$ cat src/rtl/ddr_pkg.sv
// Shared types and defaults for the controller read-data capture path.
// The read word type is sized from the default DQ_W/BURST_LEN constants below;
// change them here together with any parameter override of ctrl_rd_capture.
package ddr_pkg;

  localparam int DQ_W_DEF      = 8;
  localparam int BURST_LEN_DEF = 8;
  localparam int WORD_W        = DQ_W_DEF * BURST_LEN_DEF;

  typedef enum logic [1:0] {
    IDLE = 2'd0,
    WAIT = 2'd1,
    CAPT = 2'd2,
    PUSH = 2'd3
  } rd_cap_state_e;

  typedef struct packed {
    logic [WORD_W-1:0] data;
    logic              err;
  } rd_word_t;

  // A valid DQS pair is always complementary; equal levels mean a strobe fault.
  function automatic logic strobe_bad(input logic t, input logic c);
    return t == c;
  endfunction

endpackage

$ cat src/rtl/ctrl_rd_fifo.sv
// Small synchronous FIFO of captured read words.
// Head entry is held in a register so the output stays stable (and holds its
// last value) when the FIFO runs empty. A push into a full FIFO is accepted
// only when a pop happens in the same cycle; otherwise it is dropped and
// flagged on drop.
module ctrl_rd_fifo
  import ddr_pkg::*;
#(
  parameter int DEPTH = 4
) (
  input  logic     clk,
  input  logic     srst,
  input  logic     push,
  input  rd_word_t wdata,
  input  logic     pop,
  output rd_word_t head,
  output logic     empty,
  output logic     full,
  output logic     drop
);

  localparam int PTR_W = (DEPTH > 1) ? $clog2(DEPTH) : 1;
  localparam int CNT_W = PTR_W + 1;

  rd_word_t         mem [DEPTH];
  logic [PTR_W-1:0] wr_ptr_reg, wr_ptr_next;
  logic [PTR_W-1:0] rd_ptr_reg, rd_ptr_next;
  logic [CNT_W-1:0] count_reg, count_next;
  rd_word_t         head_reg;
  logic             do_pop;
  logic             do_push;

  assign empty   = (count_reg == '0);
  assign full    = (count_reg == CNT_W'(DEPTH));
  assign do_pop  = pop && !empty;
  assign do_push = push && (!full || do_pop);
  assign drop    = push && !do_push;
  assign head    = head_reg;

  // Pointer and occupancy bookkeeping; pointers wrap naturally at DEPTH.
  always_comb begin
    wr_ptr_next = wr_ptr_reg;
    rd_ptr_next = rd_ptr_reg;
    count_next  = count_reg;
    if (do_push) wr_ptr_next = wr_ptr_reg + PTR_W'(1);
    if (do_pop)  rd_ptr_next = rd_ptr_reg + PTR_W'(1);
    case ({do_push, do_pop})
      2'b10:   count_next = count_reg + CNT_W'(1);
      2'b01:   count_next = count_reg - CNT_W'(1);
      default: count_next = count_reg;
    endcase
  end

  // Storage array, written without reset so it maps onto RAM.
  always_ff @(posedge clk) begin
    if (do_push) mem[wr_ptr_reg] <= wdata;
  end

  // Pointer/count registers.
  always_ff @(posedge clk) begin
    if (srst) begin
      wr_ptr_reg <= '0;
      rd_ptr_reg <= '0;
      count_reg  <= '0;
    end else begin
      wr_ptr_reg <= wr_ptr_next;
      rd_ptr_reg <= rd_ptr_next;
      count_reg  <= count_next;
    end
  end

  // Registered head: next stored entry on a pop, the incoming word when it
  // becomes the only entry, otherwise hold.
  always_ff @(posedge clk) begin
    if (srst) begin
      head_reg <= '0;
    end else if (do_pop && count_reg > CNT_W'(1)) begin
      head_reg <= mem[rd_ptr_next];
    end else if (do_push && (empty || (do_pop && count_reg == CNT_W'(1)))) begin
      head_reg <= wdata;
    end
  end

endmodule

$ cat src/rtl/ctrl_rd_capture.sv
// Controller-side read-data capture: arms on rd_start, waits RD_LAT cycles,
// captures BURST_LEN beats LSB-first with a DQS pair check, and queues the
// packed word for the host.
// Optional feature macro: CTRL_RD_DBI_EN (undo data-bus inversion per beat).
module ctrl_rd_capture
  import ddr_pkg::*;
#(
  parameter int DQ_W       = DQ_W_DEF,
  parameter int BURST_LEN  = BURST_LEN_DEF,
  parameter int RD_LAT     = 11,
  parameter int FIFO_DEPTH = 4
) (
  input  logic                      CK_t,
  input  logic                      reset,
  input  logic                      rd_start,
  input  logic [DQ_W-1:0]           dq,
  input  logic                      dqs_t,
  input  logic                      dqs_c,
  input  logic                      dbi_n,
  output logic [DQ_W*BURST_LEN-1:0] rd_data,
  output logic                      rd_data_err,
  output logic                      rd_valid,
  input  logic                      rd_ready,
  output logic                      busy,
  output logic                      overlap_err,
  output logic                      ovf_err
);

  localparam int LAT_W  = (RD_LAT > 1) ? $clog2(RD_LAT) : 1;
  localparam int BEAT_W = (BURST_LEN > 1) ? $clog2(BURST_LEN) : 1;

  rd_cap_state_e             state_reg, state_next;
  logic [LAT_W-1:0]          lat_cnt_reg, lat_cnt_next;
  logic [BEAT_W-1:0]         beat_cnt_reg, beat_cnt_next;
  logic [DQ_W*BURST_LEN-1:0] word_reg, word_next;
  logic                      err_reg, err_next;
  logic                      overlap_err_reg;
  logic                      ovf_err_reg;

  logic                      lat_done;
  logic                      capture_en;
  logic [BEAT_W-1:0]         beat_idx;
  logic                      last_beat;
  logic [DQ_W-1:0]           beat_data;
  logic                      push;

  rd_word_t                  fifo_wdata;
  rd_word_t                  fifo_head;
  logic                      fifo_empty;
  logic                      fifo_full;
  logic                      fifo_drop;

  // Beat 0 is sampled on the same edge that leaves WAIT, so the first beat
  // lands exactly RD_LAT edges after rd_start; CAPT then takes beats 1..N-1.
  assign lat_done   = (state_reg == WAIT) && (lat_cnt_reg == LAT_W'(RD_LAT - 1));
  assign capture_en = lat_done || (state_reg == CAPT);
  assign beat_idx   = (state_reg == CAPT) ? beat_cnt_reg : '0;
  assign last_beat  = (beat_idx == BEAT_W'(BURST_LEN - 1));

`ifdef CTRL_RD_DBI_EN
  assign beat_data = dbi_n ? dq : ~dq;
`else
  logic unused_dbi_n;
  assign unused_dbi_n = dbi_n;
  assign beat_data    = dq;
`endif

  // One lane per beat: each byte slot loads only on its own capture beat.
  generate
    for (genvar gi = 0; gi < BURST_LEN; gi++) begin : g_lane
      assign word_next[gi*DQ_W +: DQ_W] =
        (capture_en && beat_idx == BEAT_W'(gi)) ? beat_data : word_reg[gi*DQ_W +: DQ_W];
    end
  endgenerate

  // Sequencing: IDLE -> WAIT -> CAPT -> PUSH -> IDLE, plus the strobe error flag.
  always_comb begin
    state_next    = state_reg;
    lat_cnt_next  = lat_cnt_reg;
    beat_cnt_next = beat_cnt_reg;
    err_next      = err_reg;
    push          = 1'b0;
    case (state_reg)
      IDLE: begin
        if (rd_start) begin
          state_next   = WAIT;
          lat_cnt_next = '0;
          err_next     = 1'b0;
        end
      end
      WAIT: begin
        if (lat_done) begin
          beat_cnt_next = BEAT_W'(1);
          state_next    = last_beat ? PUSH : CAPT;
        end else begin
          lat_cnt_next = lat_cnt_reg + LAT_W'(1);
        end
      end
      CAPT: begin
        beat_cnt_next = beat_cnt_reg + BEAT_W'(1);
        if (last_beat) state_next = PUSH;
      end
      PUSH: begin
        push       = 1'b1;
        state_next = IDLE;
      end
      default: state_next = IDLE;
    endcase
    if (capture_en && strobe_bad(dqs_t, dqs_c)) err_next = 1'b1;
  end

  // State, counters, packed word and the one-cycle error pulses.
  always_ff @(posedge CK_t) begin
    if (reset) begin
      state_reg       <= IDLE;
      lat_cnt_reg     <= '0;
      beat_cnt_reg    <= '0;
      word_reg        <= '0;
      err_reg         <= 1'b0;
      overlap_err_reg <= 1'b0;
      ovf_err_reg     <= 1'b0;
    end else begin
      state_reg       <= state_next;
      lat_cnt_reg     <= lat_cnt_next;
      beat_cnt_reg    <= beat_cnt_next;
      word_reg        <= word_next;
      err_reg         <= err_next;
      overlap_err_reg <= rd_start && (state_reg != IDLE);
      ovf_err_reg     <= fifo_drop;
    end
  end

  assign fifo_wdata.data = word_reg;
  assign fifo_wdata.err  = err_reg;

  ctrl_rd_fifo #(
    .DEPTH (FIFO_DEPTH)
  ) u_fifo (
    .clk   (CK_t),
    .srst  (reset),
    .push  (push),
    .wdata (fifo_wdata),
    .pop   (rd_ready),
    .head  (fifo_head),
    .empty (fifo_empty),
    .full  (fifo_full),
    .drop  (fifo_drop)
  );

  assign rd_data     = fifo_head.data;
  assign rd_data_err = fifo_head.err;
  assign rd_valid    = !fifo_empty;
  assign busy        = (state_reg != IDLE);
  assign overlap_err = overlap_err_reg;
  assign ovf_err     = ovf_err_reg;

endmodule

$ cat config.mk
export PLATFORM = sky130hd
export DESIGN_NAME = ctrl_rd_capture
export DESIGN_NICKNAME = d
export VERILOG_FILES = /design/src/rtl/ddr_pkg.sv /design/src/rtl/ctrl_rd_fifo.sv /design/src/rtl/ctrl_rd_capture.sv
export SDC_FILE = /design/constraint.sdc
export NUM_CORES = 1
export LEC_CHECK = 0
export CORE_ASPECT_RATIO = 1.5
export CORE_MARGIN = 2
export CORE_UTILIZATION = 60
export DETAILED_ROUTE_END_ITERATION = 8
export DONT_BUFFER_PORTS = 1
export PLACE_DENSITY = 0.76
export REMOVE_ABC_BUFFERS = 1
export SETUP_SLACK_MARGIN = 0.05
export SYNTH_ARGS = -nofsm -noshare
export SYNTH_HDL_FRONTEND = slang
export SYNTH_SLANG_ARGS = --single-unit
$ cat constraint.sdc
create_clock -name CK_t -period 9.1 [get_ports CK_t]
set_clock_uncertainty 0.1 [all_clocks]
set_input_delay 1.365 -clock CK_t [delete_from_list [all_inputs] [get_ports CK_t]]
set_output_delay 1.365 -clock CK_t [all_outputs]
set_load 0.01 [all_outputs]
# ---- Word-level counts from Yosys, hierarchy flattened
# Memory sizes are Yosys's and may differ from the RTL's.
# Index checks and enable logic that the tools add are counted.
dict set report op_classes {
  n_addsub 6
  n_mul 0
  div 0
  magnitude_cmp 1
  eq_ne 20
  shifts 0
  mux 21
  bitwise 0
  reduce_logical 37
}
# op count
set ops {}
lappend ops {{65-bit 2-to-1 mux} 2}
lappend ops {{1-bit logical AND} 17}
lappend ops {{3-bit == test (second input constant)} 5}
lappend ops {{2-bit nonzero test} 7}
lappend ops {{3-bit case mux with 2 select lines} 2}
lappend ops {{2-bit 2-to-1 mux} 4}
lappend ops {{4-bit 2-to-1 mux} 2}
lappend ops {{2-bit inequality test (second input constant)} 4}
lappend ops {{2-bit case mux with 4 select lines} 1}
lappend ops {{4-bit case mux with 2 select lines} 1}
lappend ops {{1-bit 2-to-1 mux} 7}
lappend ops {{3-bit by 1-bit adder with 3-bit output (second input constant)} 2}
lappend ops {{2-bit == test (second input constant)} 3}
lappend ops {{3-bit by 1-bit == test with 1-bit output (second input constant)} 2}
lappend ops {{3-bit by 2-bit == test with 1-bit output (second input constant)} 2}
lappend ops {{3-bit zero test} 2}
lappend ops {{3-bit 2-to-1 mux} 2}
lappend ops {{3-bit AND reduction} 2}
lappend ops {{2-bit by 1-bit adder with 2-bit output (second input constant)} 2}
lappend ops {{4-bit by 1-bit adder with 4-bit output (second input constant)} 1}
lappend ops {{2-bit by 1-bit == test with 1-bit output (second input constant)} 2}
lappend ops {{4-bit == test (second input constant)} 1}
lappend ops {{2-bit AND reduction} 2}
lappend ops {{3-bit by 1-bit > comparator with 1-bit output (second input constant)} 1}
lappend ops {{other kinds (5)} 9}
dict set report word_totals {
  reg_bits 148
  latch_bits 0
  ram_bits 260
  romBits 0
  inputBits 15
  out_inout_bits 69
  word_cells 105
  mem_count 1
}
# name words word_bits rd rd_ports_with_merged_regs write_ports line
set memory_table {}
lappend memory_table {u_fifo.mem 4 65 1 0 1 ctrl_rd_fifo.sv:25} ;# rd_word_t mem [DEPTH];

# ---- Longest topological paths before layout
dict set report logic_depth {
  depth_word 8
  ltp_mapped 10
  ltp_nobuf 8
}

# ---- Modules after synthesis
# From an unflattened synthesis, not the netlist that was laid out.
dict set report unflattened {
  hier_cells 1805
  hier_area_um2 18945.7
}
# module instances cells_per_inst area_per_inst_um2 seq_area_each_um2
set modules_own_cells {}
lappend modules_own_cells {ctrl_rd_fifo 1 1440 15975.3 9248.9}
lappend modules_own_cells {ctrl_rd_capture 1 365 2970.3 1521.5}

# ---- Worst setup path after synthesis
# No wires, ideal clock.
dict set report synth_path {
  path_kind {in2reg}
  startpoint {input port rd_ready}
  endpoint {memory u_fifo.mem[2][0] in the netlist's numbering, enable pin}
  setup_time_ps 430
  t_arrival_ps 3138
  required_time_ps 8570
  setup_slack_ps 5432
  stages 2
  path_buffers 0
  path_cell_list {nand3b_1 and3_1}
}
dict set report synth_via {
  elab_chain_cells 5
}
# element line
set synth_rtl {}
lappend synth_rtl {{start, declared} ctrl_rd_capture.sv:23} ;# input logic rd_ready,
lappend synth_rtl {{1-bit logical AND} ctrl_rd_fifo.sv:35} ;# assign do_pop = pop && !empty;
lappend synth_rtl {{1-bit logical OR} ctrl_rd_fifo.sv:36} ;# assign do_push = push && (!full || do_pop);
lappend synth_rtl {{1-bit logical AND} ctrl_rd_fifo.sv:36}
lappend synth_rtl {{1-bit 2-to-1 mux} ctrl_rd_fifo.sv:56} ;# if (do_push) mem[wr_ptr_reg] <= wdata;
lappend synth_rtl {{1-bit 2-to-1 mux (implied by the code)} ctrl_rd_fifo.sv:56}
lappend synth_rtl {{end, declared} ctrl_rd_fifo.sv:25}
# Every way passes these cells.

# ---- Worst setup path after layout
dict set report layout_path {
  startpoint {input port rd_ready}
  endpoint {register u_fifo.head_reg (netlist bit u_fifo.head[27])}
}
dict set report layout_via {
  elab_chain_cells 5
  elab_cells_between_ends 11
  cone_classes {2 x mux; 8 x reduce/logical; 1 x memory}
}
# element line
set layout_rtl {}
lappend layout_rtl {{1-bit logical AND *} ctrl_rd_fifo.sv:35}
lappend layout_rtl {{branches (longest 4 deep; another with memory read 4 x 65 bit)} n/a}
lappend layout_rtl {{end signal, assigned} ctrl_rd_fifo.sv:78} ;# head_reg <= mem[rd_ptr_next];
lappend layout_rtl {{end signal, assigned} ctrl_rd_fifo.sv:80} ;# head_reg <= wdata;
lappend layout_rtl {{end, declared} ctrl_rd_fifo.sv:29} ;# rd_word_t head_reg;
# Mark *: on every way between the ends.
# A chain may end at the register's enable or synchronous reset.

==> run_results.csv <==
group,metric,value,unit
setup_path,startpoint_type,"input port",
timing,tns,0,ps
final_layout,fillerInstances,2089,
global_route,first_global_vias,11190,
clocking,clk_pin_slew,60,ps
floorplanning,ios,84,
timing,max_slew_margin,0.2281,
routing,drt_iter0_drc,1002,
clocking,insertion_delay,540,ps
routing,routed_via_density,6.695,
floorplanning,core-area,29290,sq um
yosys,ys_types,56,
placement,place_hpwl,21470,um
setup_path,r2r_slack,5800,ps
timing,timing.fmax,0.3016,GHz
floorplanning,dieArea,30960,sq um
clocking,cts_resized,0,
power,power.density,262.5,nW/um^2
final_layout,stdcell_area,19230,sq um
clocking,cts_sinks,408,
timing,hold_viol,0,
yosys,synthFlopType,"edfxtp_1",
setup_path,crit_end,"u_fifo.head[27]",
placement,port_buffers,0,
clocking,post_cts_buffers,0,
timing,tightest_slew,1158,ps
power,irDropWorstVdd,0.3191,mV
floorplanning,die_w,144.3,um
yosys,ys_seq_area_frac,0.6076,
power,p_leak,6.440,nW
global_route,globalRouteOverflowTotal,0,
final_layout,drive_above_1_share,0.1671,
setup_path,crit_cells,6,
routing,route.final.wire_length,41420,um
yosys,yosys.area_share.simple,0.06162,
setup_path,path_buf_inv,2,
setup_path,critPathMaxStageDelay,840,ps
yosys,synth_warnings,0,
setup_path,end_kind,"flop",
setup_path,worstPathRequired,9410,ps
power,combPwrFrac,0.222,
clocking,htreeDepth,2,
final_layout,largest_reg_flops,260,
yosys,synth.avg_cell_area,14.10,sq um
floorplanning,rows,77,
timing,period_minus_slack,3315,ps
final_layout,layoutNonFillerInstCount,1640,
setup_path,cp_max_fo,54,
min_path,hold_path.class,"reg2reg",
setup_path,r2r.worst_path.cells,8,
clocking,cts-hold-fix-buffers,0,
setup_path,regToRegEndpoint,"u_fifo.head[27]",
setup_path,timing.rr.start,"u_fifo.count_reg[0]",
final_layout,final_nets,1248,
global_route,grt_pass1_wl,63970,um
yosys,synth-async-reset-ratio,0,
placement,dp_worst_setup_slack,5235,ps
yosys,synth_top_family_by_area,"multiplexers",
routing,wire_per_inst,25.25,um
placement,numPlacedInstances,1571,
floorplanning,fp.dieH,214.5,um
timing,setup_violations,0,
final_layout,multi_input_area,6462,sq um
clocking,cts_made_buffers,38,
floorplanning,start_util,0.6052,
yosys,synth_area,17730,sq um
clocking,cts.path.max_buffers,3,
yosys,synthCells,1257,
timing,period_share,0.3643,
power,p_clk_frac,0.329,
yosys,synth_xor_area_frac,0.003459,
timing,rsz0062_at_grt,"false",
final_layout,ff_latch_area,10770,sq um
routing,ant_nets,0,
power,switchingPower,0.001413,W
placement,place_area,17930,sq um
yosys,synth_mux_area_frac,0.1844,
run_status,status,"finished clean",
setup_path,cp.arrival,3620,ps
routing,firstDrtPassIters,5,
setup_path,cpMaxStageDelayCell,"buf_4",
final_layout,fin_util,0.6566,
yosys,synth_edf_count,260,
final_layout,synthToLayoutAreaGrowth,8.485,%
placement,place.gp.congestion,0.7285,
setup_path,crit_path_start,"rd_ready",
power,p_int,0.003635,W
global_route,grt_usage,0.2717,
power,switching_share,0.2799,
global_route,antenna_found_initial,0,
run,drv_cap,0,
clocking,cts_tree,"done",
timing,finalWorstSetupSlack,5785,ps
setup_path,crit_chain,"inv_2 -> nor2_4 -> buf_4 -> mux4_2 -> a22oi_1 -> o21ai_0",
final_layout,final_cell_mix,"edfxtp_1, nand2_1, dfxtp_1",
setup_path,critical_path_class,"in2reg",
power,p_seq_frac,0.448,
setup_path,crit_family,"buffers and inverters",
final_layout,final_common_cell,"edfxtp_1",
yosys,synth-adder-area-share,0.01200,
global_route,grt_start_max_net_pins,151,
clocking,root_buffer,"clkbuf_16",
routing,vias,10980,
yosys,synth_compound_gate_area_share,0.1005,
yosys,ys_ff_latch,408,
timing,drv_slew,0,
final_layout,num_antenna_cells,0,
routing,drc,0,
==> power groups by stage <==
stage / logic (W) / registers (W) / clock network (W)
global placement: 0.00109 / 0.00230 / 0
detailed placement: 0.00113 / 0.00230 / 0
floorplan: 0.000907 / 0.00227 / 0
global route: 0.00122 / 0.00228 / 0.00174
finish: 0.00112 / 0.00226 / 0.00166
CTS: 0.00113 / 0.00227 / 0.00168
==> cell families after synthesis <==
| kind of cell | after synthesis |
|---|---|
| xor gates and xnor gates | 7 |
| and+or+nand+nor | 251 |
| DFF | 408 |
| buffers and inverters | 119 |
| AOI/OAI and AO/OA | 274 |
| adders and majority gates | 17 |
| muxes | 181 |
==> metal layers <==
layer	routed length, um	track usage	vias up
met3	2777	0.04154	70
met4	1199	0.09223	0
met2	21700	0.4690	452
met1	15740	0.3507	5689
met5	0	0	-
li1	-	-	4768
==> how the worst min path moves through the flow <==
stage            startpoint                end  slack (ps)  cells past startpoint
2_1_floorplan       err_reg            err_reg         370                      2
3_3_place_gp   word_reg[62]       word_reg[62]         390                      2
3_5_place_dp   word_reg[62]       word_reg[62]         400                      2
4_1_cts        word_reg[28]       word_reg[28]         410                      2
5_1_grt        word_reg[61]  u_fifo.mem[1][62]         430                      0
6_report       word_reg[52]       word_reg[52]         420                      2
==> cells in the mapped netlist, types with 2 or more instances <==
cell type	count	area, sq um
a211oi_1	2	15.01
a21oi_1	84	420.4
a21oi_2	6	52.55
a22oi_1	51	382.9
a2bb2oi_1	52	455.4
a311oi_1	2	17.52
and3_1	4	25.02
buf_1	17	63.81
buf_12	2	40.04
buf_2	21	105.1
buf_8	2	30.03
clkbuf_1	51	191.4
dfxtp_1	148	2963
edfxtp_1	260	7807
ha_1	17	212.7
inv_1	22	82.58
inv_2	2	7.510
mux2i_1	63	630.6
mux4_2	116	2613
nand2_1	175	656.9
nand2b_1	5	31.28
nand3_1	5	25.02
nand3b_1	4	30.03
nand4_1	2	12.51
nor2_1	32	120.1
nor2b_1	6	37.54
nor3_1	3	15.01
nor3b_1	2	15.01
o21ai_0	43	215.2
o21ai_1	14	70.07
o31ai_1	13	97.59
or3_1	2	12.51
xnor2_1	4	35.03
xor2_1	3	26.28
==> layout make-up <==
cell class,count,area share
clock inverter,8,0.007418
clock buffer,61,0.06038
tap,395,0.02570
inverter,24,0.004685
multi-input combinational,730,0.3361
timing repair buffer,14,0.005466
sequential,408,0.5603
==> worst min-delay path, stage by stage (launching register included) <==
cell and delay (ps):
dfxtp_1 350, nand2_1 70, a21oi_1 50
==> metrics by stage <==
stage | hold slack (ps) | total power (W)
6_report | 417.0 | 0.005047
2_1_floorplan | 365.1 | 0.003182
3_5_place_dp | 403.8 | 0.003430
4_1_cts | 414.0 | 0.005075
3_3_place_gp | 391.5 | 0.003391
5_1_grt | 431.9 | 0.005235
Power figures use the tool's default switching activity.
